<file path="config.mk">
export PLATFORM = sky130hd
export DESIGN_NAME = id_scoreboard
export DESIGN_NICKNAME = d
export VERILOG_FILES = /design/src/rtl/id_scoreboard.sv
export SDC_FILE = /design/constraint.sdc
export NUM_CORES = 1
export LEC_CHECK = 0
export CAP_MARGIN = 0
export CORE_AREA = 8 8 201 203
export DETAILED_ROUTE_END_ITERATION = 16
export DIE_AREA = 0 0 209 211
export MAX_ROUTING_LAYER = met4
export PLACE_DENSITY = 0.74
export SYNTH_ARGS = -nofsm -noshare
export SYNTH_HDL_FRONTEND = slang
export SYNTH_SLANG_ARGS = --single-unit
export TNS_END_PERCENT = 1
</file>
<file path="constraint.sdc">
create_clock -name clk -period 11.65 [get_ports clk]
set_input_delay 1.165 -clock clk [delete_from_list [all_inputs] [get_ports clk]]
set_output_delay 1.165 -clock clk [all_outputs]
set_load 0.03 [all_outputs]
</file>
<file path="src/rtl/id_scoreboard.sv">
// rtl/id_scoreboard.sv - ID-stage per-register pending scoreboard (int + FP files), stall/issue generation
// Optional macro ID_SCOREBOARD_BYPASS_EN: a fixed-latency result one cycle from done does not cause a RAW stall.
module id_scoreboard #(
    parameter  int NREGS   = 32,
    parameter  int MAX_LAT = 4,
    parameter  int MAX_VAR = 2,
    localparam int AW      = $clog2(NREGS),
    localparam int CW      = $clog2(MAX_LAT + 1),
    localparam int VW      = $clog2(MAX_VAR + 1)
) (
    input  logic          clk,
    input  logic          rst_n,
    input  logic          id_valid,
    input  logic [AW-1:0] id_rs1,
    input  logic [AW-1:0] id_rs2,
    input  logic          id_rs1_en,
    input  logic          id_rs2_en,
    input  logic [AW-1:0] id_fs1,
    input  logic [AW-1:0] id_fs2,
    input  logic [AW-1:0] id_fs3,
    input  logic          id_fs1_en,
    input  logic          id_fs2_en,
    input  logic          id_fs3_en,
    input  logic [AW-1:0] id_rd,
    input  logic          id_rd_en,
    input  logic          id_rd_fp,
    input  logic [CW-1:0] id_lat,
    input  logic          id_var,
    input  logic          ex_stall,
    input  logic          wb_valid,
    input  logic [AW-1:0] wb_rd,
    input  logic          wb_fp,
    output logic          stall,
    output logic          issue,
    output logic [VW-1:0] var_cnt,
    output logic          err
);

    logic [CW-1:0]    int_cnt [NREGS];
    logic [CW-1:0]    fp_cnt  [NREGS];
    logic [NREGS-1:0] int_vp, fp_vp;
    logic [NREGS-1:0] int_vp_nxt, fp_vp_nxt;
    logic [NREGS-1:0] int_pend, fp_pend, int_raw_pend, fp_raw_pend;

    logic          raw, waw, var_full;
    logic          rd_live, fix_load, var_set, wb_hit;
    logic [CW-1:0] lat_eff;

    always_comb begin
        for (int r = 0; r < NREGS; r++) begin
            int_pend[r] = (int_cnt[r] != '0) | int_vp[r];
            fp_pend[r]  = (fp_cnt[r] != '0) | fp_vp[r];
`ifdef ID_SCOREBOARD_BYPASS_EN
            // cnt==1 while the pipe moves means the result is forwarded next cycle
            int_raw_pend[r] = ((int_cnt[r] != '0) & ~((int_cnt[r] == CW'(1)) & ~ex_stall)) | int_vp[r];
            fp_raw_pend[r]  = ((fp_cnt[r] != '0) & ~((fp_cnt[r] == CW'(1)) & ~ex_stall)) | fp_vp[r];
`else
            int_raw_pend[r] = int_pend[r];
            fp_raw_pend[r]  = fp_pend[r];
`endif
        end
        int_pend[0]     = 1'b0;
        int_raw_pend[0] = 1'b0;
    end

    assign raw = (id_rs1_en & int_raw_pend[id_rs1]) |
                 (id_rs2_en & int_raw_pend[id_rs2]) |
                 (id_fs1_en & fp_raw_pend[id_fs1])  |
                 (id_fs2_en & fp_raw_pend[id_fs2])  |
                 (id_fs3_en & fp_raw_pend[id_fs3]);

    assign waw      = id_rd_en & (id_rd_fp ? fp_pend[id_rd] : int_pend[id_rd]);
    assign var_full = id_var & id_rd_en & (var_cnt == VW'(MAX_VAR));
    assign stall    = id_valid & (raw | waw | var_full);
    assign issue    = id_valid & ~stall & ~ex_stall;

    assign rd_live  = id_rd_en & (id_rd_fp | (id_rd != '0));
    assign fix_load = issue & rd_live & ~id_var;
    assign var_set  = issue & rd_live & id_var;
    assign lat_eff  = (id_lat == '0) ? CW'(1) : id_lat;
    assign wb_hit   = wb_valid & (wb_fp ? fp_vp[wb_rd] : int_vp[wb_rd]);

    // Clear from writeback first so a colliding set on the same register wins
    always_comb begin
        int_vp_nxt = int_vp;
        fp_vp_nxt  = fp_vp;
        if (wb_valid && !wb_fp) int_vp_nxt[wb_rd] = 1'b0;
        if (wb_valid && wb_fp)  fp_vp_nxt[wb_rd]  = 1'b0;
        if (var_set && !id_rd_fp) int_vp_nxt[id_rd] = 1'b1;
        if (var_set && id_rd_fp)  fp_vp_nxt[id_rd]  = 1'b1;
    end

    always_ff @(posedge clk or negedge rst_n) begin
        if (!rst_n) begin
            for (int r = 0; r < NREGS; r++) begin
                int_cnt[r] <= '0;
                fp_cnt[r]  <= '0;
            end
            int_vp  <= '0;
            fp_vp   <= '0;
            var_cnt <= '0;
            err     <= 1'b0;
        end else begin
            for (int r = 0; r < NREGS; r++) begin
                if (fix_load && !id_rd_fp && id_rd == AW'(r))
                    int_cnt[r] <= lat_eff;
                else if (!ex_stall && int_cnt[r] != '0)
                    int_cnt[r] <= int_cnt[r] - 1'b1;
                if (fix_load && id_rd_fp && id_rd == AW'(r))
                    fp_cnt[r] <= lat_eff;
                else if (!ex_stall && fp_cnt[r] != '0)
                    fp_cnt[r] <= fp_cnt[r] - 1'b1;
            end
            int_vp  <= int_vp_nxt;
            fp_vp   <= fp_vp_nxt;
            var_cnt <= var_cnt + VW'(var_set) - VW'(wb_hit);
            // A writeback to a non-pending register also covers the illegal same-register collision
            if (wb_valid && !wb_hit)
                err <= 1'b1;
        end
    end

endmodule
</file>
==> out/qor.yml, run 1 <==
skew_ns: 0.0321
worstPathArrival_ns: 5.89
die-height_um: 211
layout.cells.non_filler: 2493
initial_utilization_pct: 49.6
grt_pass1_vias: 15600
viasPerCell: 6.41
power.density_nw_per_um2: 213
grt_antenna_before_repair: 1
path_cells: "clkdlybuf4s50_1 > nor4b_1 > a2111oi_0 > nor4_1 > and3_1 > nand4b_1 > nor3_4 > o211ai_1 > nor2b_1 > clkdlybuf4s50_1"
synth_edf_count: 0
ios: 57
htreeDepth: 1
critPathSlowestCell: "nor3_4"
worstPathRequired_ns: 10.49
final_common_cell: "dfrtp_1"
ir_drop_uv: 144
crit_cells: 10
synth_seq_cells: 256
async_flop_share_pct: 100
leakagePower_nw: 9.07
syn_area_um2: 18400
vias: 16000
core_area_um2: 37100
multiInputGateArea_um2: 10800
place.gp.congestion: 1.01
drt_iter0_drc: 2049
cts_buffers: 31
cts.repair.resized: 0
crit_top_cell: "clkdlybuf4s50_1"
cts_max_path_buffers: 3
crit_path_max_fanout: 34
r2r-start: "fp_cnt[36]"
final-seq-area_um2: 6410
cp_top_family: "simple AND/OR/NAND/NOR gates"
final_nets: 2173
rsz0062_at_grt: "no"
dp.cells: 2434
tightest_slew_ns: 1.37
drive_gt1_share_pct: 10.6
grt_usage_pct: 28.4
r2r-end: "var_cnt[1]"
placementRows: 71
setup_viol: 0
cts_hold_buf: 0
fin_tns_setup_ns: 0
period_share_pct: 60.6
drc: 0
yosysUniqueCellTypes: 75
postRouteAntennaNets: 0
cts_root_buf: "clkbuf_16"
hpwl_um: 45100
fp.dieW_um: 209
cts.sinks: 256
syn-num-nets: 2159
post_cts_buffers: 0
clk_pin_slew_ns: 0.06
cts_tree: "yes"
routedWlPerCell_um: 24.9
crit_type: "input pin to output port"
nFillCells: 3272
slowest_delay_ns: 1.16
fmax_mhz: 142
path_buf_inv: 2
maxSlewHeadroom_pct: 8.51
critPathCaptureType: "output port"
insertion_delay_ns: 0.61
ys_seq_area_share_pct: 34.8
grt_first_pass_wirelength_um: 94200
worstSetupStartpointType: "input pin"
critical_path.endpoint: "issue"
netlist_instances: 1979
timing.max_cap.violations: 0
yosysWarnings: 0
finalWirelength_um: 62200
cp-startpoint: "id_fs1[1]"
io_buffers: 56
rr_worst_depth: 16
ys.flop_type: "dfrtp_1"
min_path_type: "register to register"
final_hold_viol_count: 0
drt-pass1-iter-count: 6
area_growth_pct: 10.7
fin_crit_ns: 7.06
finalMaxSlewViolations: 0
status: "finished, final reports clean"
die-area_um2: 44100
grt_overflow_total: 0
final_cell_mix: "256 x dfrtp_1, 218 x inv_1, 138 x a21oi_1"
syn_avg_cell_area_um2: 9.31
r2r_setup_slack_ns: 5.56
grt_max_degree: 102
how the worst min path moves through the flow:
stage               slack, ns         to  cells after the start      start
global route             0.52  int_vp[0]                      1  int_vp[0]
global placement         0.47  int_vp[0]                      1  int_vp[0]
floorplan                0.45  int_vp[0]                      1  int_vp[0]
CTS                      0.49  int_vp[0]                      1  int_vp[0]
detailed placement       0.48  int_vp[0]                      1  int_vp[0]
finish                   0.49  int_vp[0]                      1  int_vp[0]
state kept, by name (all words and copies together) (netlist names):
name / count
int_cnt: 93
fp_vp: 32
var_cnt: 2
err: 1
fp_cnt: 96
int_vp: 32
cell type report:
cell class	instances	share of cell area (%)
antenna	1	0.0123
clock buffer	42	4.30
clock inverter	16	0.577
inverter	221	4.07
multi-input combinational	1394	52.8
sequential	256	31.4
tap	474	2.91
timing repair buffer	89	3.94
routing by layer:
| metal | routed length, um | vias up | global-route usage [%] |
|---|---|---|---|
| met5 | 0 | - | - |
| met3 | 5840 | 206 | 5.49 |
| met1 | 25500 | 7876 | 36.7 |
| met2 | 27700 | 834 | 43.6 |
| met4 | 3120 | 0 | 11.6 |
| li1 | - | 7065 | - |
cells in the mapped netlist (6+ instances only):
library cell / n / area, um^2
a211oi_1: 14 / 105
nand3b_1: 11 / 82.6
or3_1: 6 / 37.5
buf_1: 13 / 48.8
mux2i_1: 90 / 901
nand3_1: 53 / 265
mux4_2: 32 / 721
nor3_1: 20 / 100
nand2_1: 124 / 465
nand2b_1: 13 / 81.3
nor4bb_1: 9 / 90.1
nor2b_1: 14 / 87.6
nor3b_1: 54 / 405
a22oi_1: 8 / 60.1
o211ai_1: 8 / 60.1
buf_2: 19 / 95.1
clkbuf_1: 74 / 278
a2111oi_0: 14 / 123
xnor2_1: 128 / 1120
o31ai_1: 67 / 503
o41ai_2: 6 / 97.6
nor2_1: 105 / 394
o2111ai_1: 6 / 52.6
and2_1: 11 / 68.8
ha_1: 128 / 1600
nor4b_1: 20 / 175
nand4_1: 39 / 244
o41ai_1: 26 / 228
dfrtp_1: 256 / 6410
mux2_2: 65 / 732
o21ai_0: 104 / 521
a21oi_1: 138 / 691
inv_1: 218 / 818
through the flow:
step                setup slack, ns  hold slack (ns)  utilization [%]  power [W]  area (um^2)
floorplan                      6.59            0.453                -    0.00285        18400
global placement               4.87            0.474             52.2    0.00325        19400
detailed placement             4.73            0.481             52.2    0.00338        19400
CTS                            4.72            0.493             54.9    0.00434        20400
global route                   4.35            0.524             54.9    0.00464        20400
finish                         4.59            0.489             54.9    0.00434        20400
worst register-to-register path: cells and delay by family, from the launching register on:
kind / cells / cell delay (ns)
and+or+nand+nor: 5 / 2.95
AOI/OAI and AO/OA: 2 / 0.66
adders and majority gates: 3 / 0.65
buffers and inverters: 3 / 0.63
muxes: 1 / 0.44
DFF: 1 / 0.38
xor gates and xnor gates: 2 / 0.31
cells by family (layout without fill, tap and decap cells):
group | Yosys count | after routing | synth area share (%)
AOI/OAI and AO/OA | 434 | 434 | 15.3
xor gates and xnor gates | 128 | 128 | 6.09
adders and majority gates | 128 | 128 | 8.70
buffers and inverters | 329 | 368 | 6.90
DFF | 256 | 256 | 34.8
muxes | 190 | 190 | 13.0
other | 0 | 1 | 0
and+or+nand+nor | 514 | 514 | 15.3
power breakdown:
group          switching [W]  leakage [nW]  internal [W]
clock network       0.000415         0.477      0.000530
registers           0.000227          3.09       0.00124
logic                0.00105          5.50      0.000876
total                0.00169          9.07       0.00265
Note: power is estimated with default switching activity, not from simulation.
==> inputs of run 2 (changes only) <==
- clock period: 11.65 -> 7.2 ns (I/O delays scaled with it)
==> out/qor.yml, run 2 (same netlist as run 1, synthesis figures left out) <==
final_common_cell: "dfrtp_1"
multiInputGateArea_um2: 10800
leakagePower_nw: 9.09
drt_iter0_drc: 1867
postRouteAntennaNets: 0
insertion_delay_ns: 0.58
clk_pin_slew_ns: 0.06
grt_pass1_vias: 15500
finalWirelength_um: 63800
period_share_pct: 80.3
grt_usage_pct: 29.2
worstSetupStartpointType: "register"
hpwl_um: 46700
cts_buffers: 30
cts.sinks: 256
grt_antenna_before_repair: 4
initial_utilization_pct: 49.6
min_path_type: "input pin to asynchronous set/reset pin"
tightest_slew_ns: 1.42
die-height_um: 211
fmax_mhz: 173
cts_tree: "yes"
postLayoutCoreUtil_pct: 55.1
grt_overflow_total: 0
final_cell_mix: "256 x dfrtp_1, 218 x inv_1, 138 x a21oi_1"
final-seq-area_um2: 6410
timing.max_cap.violations: 0
die-area_um2: 44100
worstPathRequired_ns: 6.48
fin_crit_ns: 5.78
rsz0062_at_grt: "no"
fin_tns_setup_ns: 0
critPathCaptureType: "output port"
post_cts_buffers: 0
maxSlewHeadroom_pct: 5.00
power.density_nw_per_um2: 347
drc: 0
cts_max_path_buffers: 3
skew_ns: 0.0216
cts_hold_buf: 0
viasPerCell: 6.45
grt_max_degree: 161
drive_gt1_share_pct: 10.2
routedWlPerCell_um: 25.6
drt-pass1-iter-count: 6
r2r_setup_slack_ns: 2.20
nFillCells: 3335
largest_reg_flops: 96
finalMaxSlewViolations: 0
reg_top3: "fp_cnt (96), int_cnt (93)"
status: "finished, final reports clean"
place.gp.congestion: 1.00
core_area_um2: 37100
grt_first_pass_wirelength_um: 96100
io_buffers: 56
cts_root_buf: "clkbuf_16"
crit_type: "register to output port"
setup_viol: 0
vias: 16100
ios: 57
ir_drop_uv: 222
final_hold_viol_count: 0
worstPathArrival_ns: 5.06
htreeDepth: 1
placementRows: 71
fp.dieW_um: 209
area_growth_pct: 11.0
top_register: "fp_cnt"
cts.repair.resized: 0
crit_path_max_fanout: 34
final_nets: 2171
## run 2: changes by cell type in the layout (fill, tap and decap cells not counted), moves of 2 or more
cell,delta
clkinv_4,-2
buf_4,-2
clkbuf_1,+4
bufinv_16,+4
clkinv_2,-4
diode_2,+2
clkinvlp_4,-4
## run 2: area by class of cell
type / instances / share of cell area [%]
antenna: 3 / 0.0367
tap: 474 / 2.90
clock inverter: 10 / 0.814
multi-input combinational: 1394 / 52.7
timing repair buffer: 88 / 3.95
sequential: 256 / 31.3
inverter: 221 / 4.06
clock buffer: 45 / 4.24
## run 2: final timing paths
path,from,end,cells after the start
worst min-delay path,rst_n,fp_cnt[28],1
worst max-delay path,fp_cnt[48],issue,12
worst min register to register,int_vp[0],int_vp[0],1
max in group asynchronous,rst_n,int_cnt[81],2
worst max register to register,fp_cnt[48],fp_cnt[74],12
min in group clk,int_vp[0],int_vp[0],1
## run 2: routing by layer
layer,routed length (um),track usage (%),vias up
li1,-,-,7091
met1,26400,38.6,7932
met2,28200,43.8,850
met3,6110,5.42,190
met4,3170,12.1,0
met5,0,-,-
## run 2: stage by stage
stage | cells | total power [W] | instance area, um^2 | setup WS (ns) | hold slack [ns]
3_3_place_gp | 2433 | 0.00527 | 19400 | 1.69 | 0.466
5_1_grt | 2491 | 0.00760 | 20400 | 1.32 | 0.225
3_5_place_dp | 2433 | 0.00547 | 19400 | 1.66 | 0.476
2_1_floorplan | 1979 | 0.00461 | 18400 | 3.03 | 0.424
4_1_cts | 2488 | 0.00709 | 20400 | 1.49 | 0.190
6_report | 2491 | 0.00709 | 20400 | 1.42 | 0.157
## run 2: critical path, stage by stage (launching register included)
cell             delay [ns]
dfrtp_1                0.38
inv_1                  0.09
ha_1                   0.18
nor3b_1                1.12
mux4_2                 0.48
nand2_1                0.05
nand4b_1               0.09
o221ai_1               0.33
nor3_4                 0.21
buf_4                  0.38
o211ai_1               0.29
nor2b_1                0.18
clkdlybuf4s50_1        0.69
## run 2: report_power, final
group | total [W] | switching (W) | internal [W]
clock network | 0.00160 | 0.000625 | 0.000972
logic | 0.00312 | 0.00171 | 0.00141
registers | 0.00237 | 0.000361 | 0.00201
total | 0.00709 | 0.00270 | 0.00440
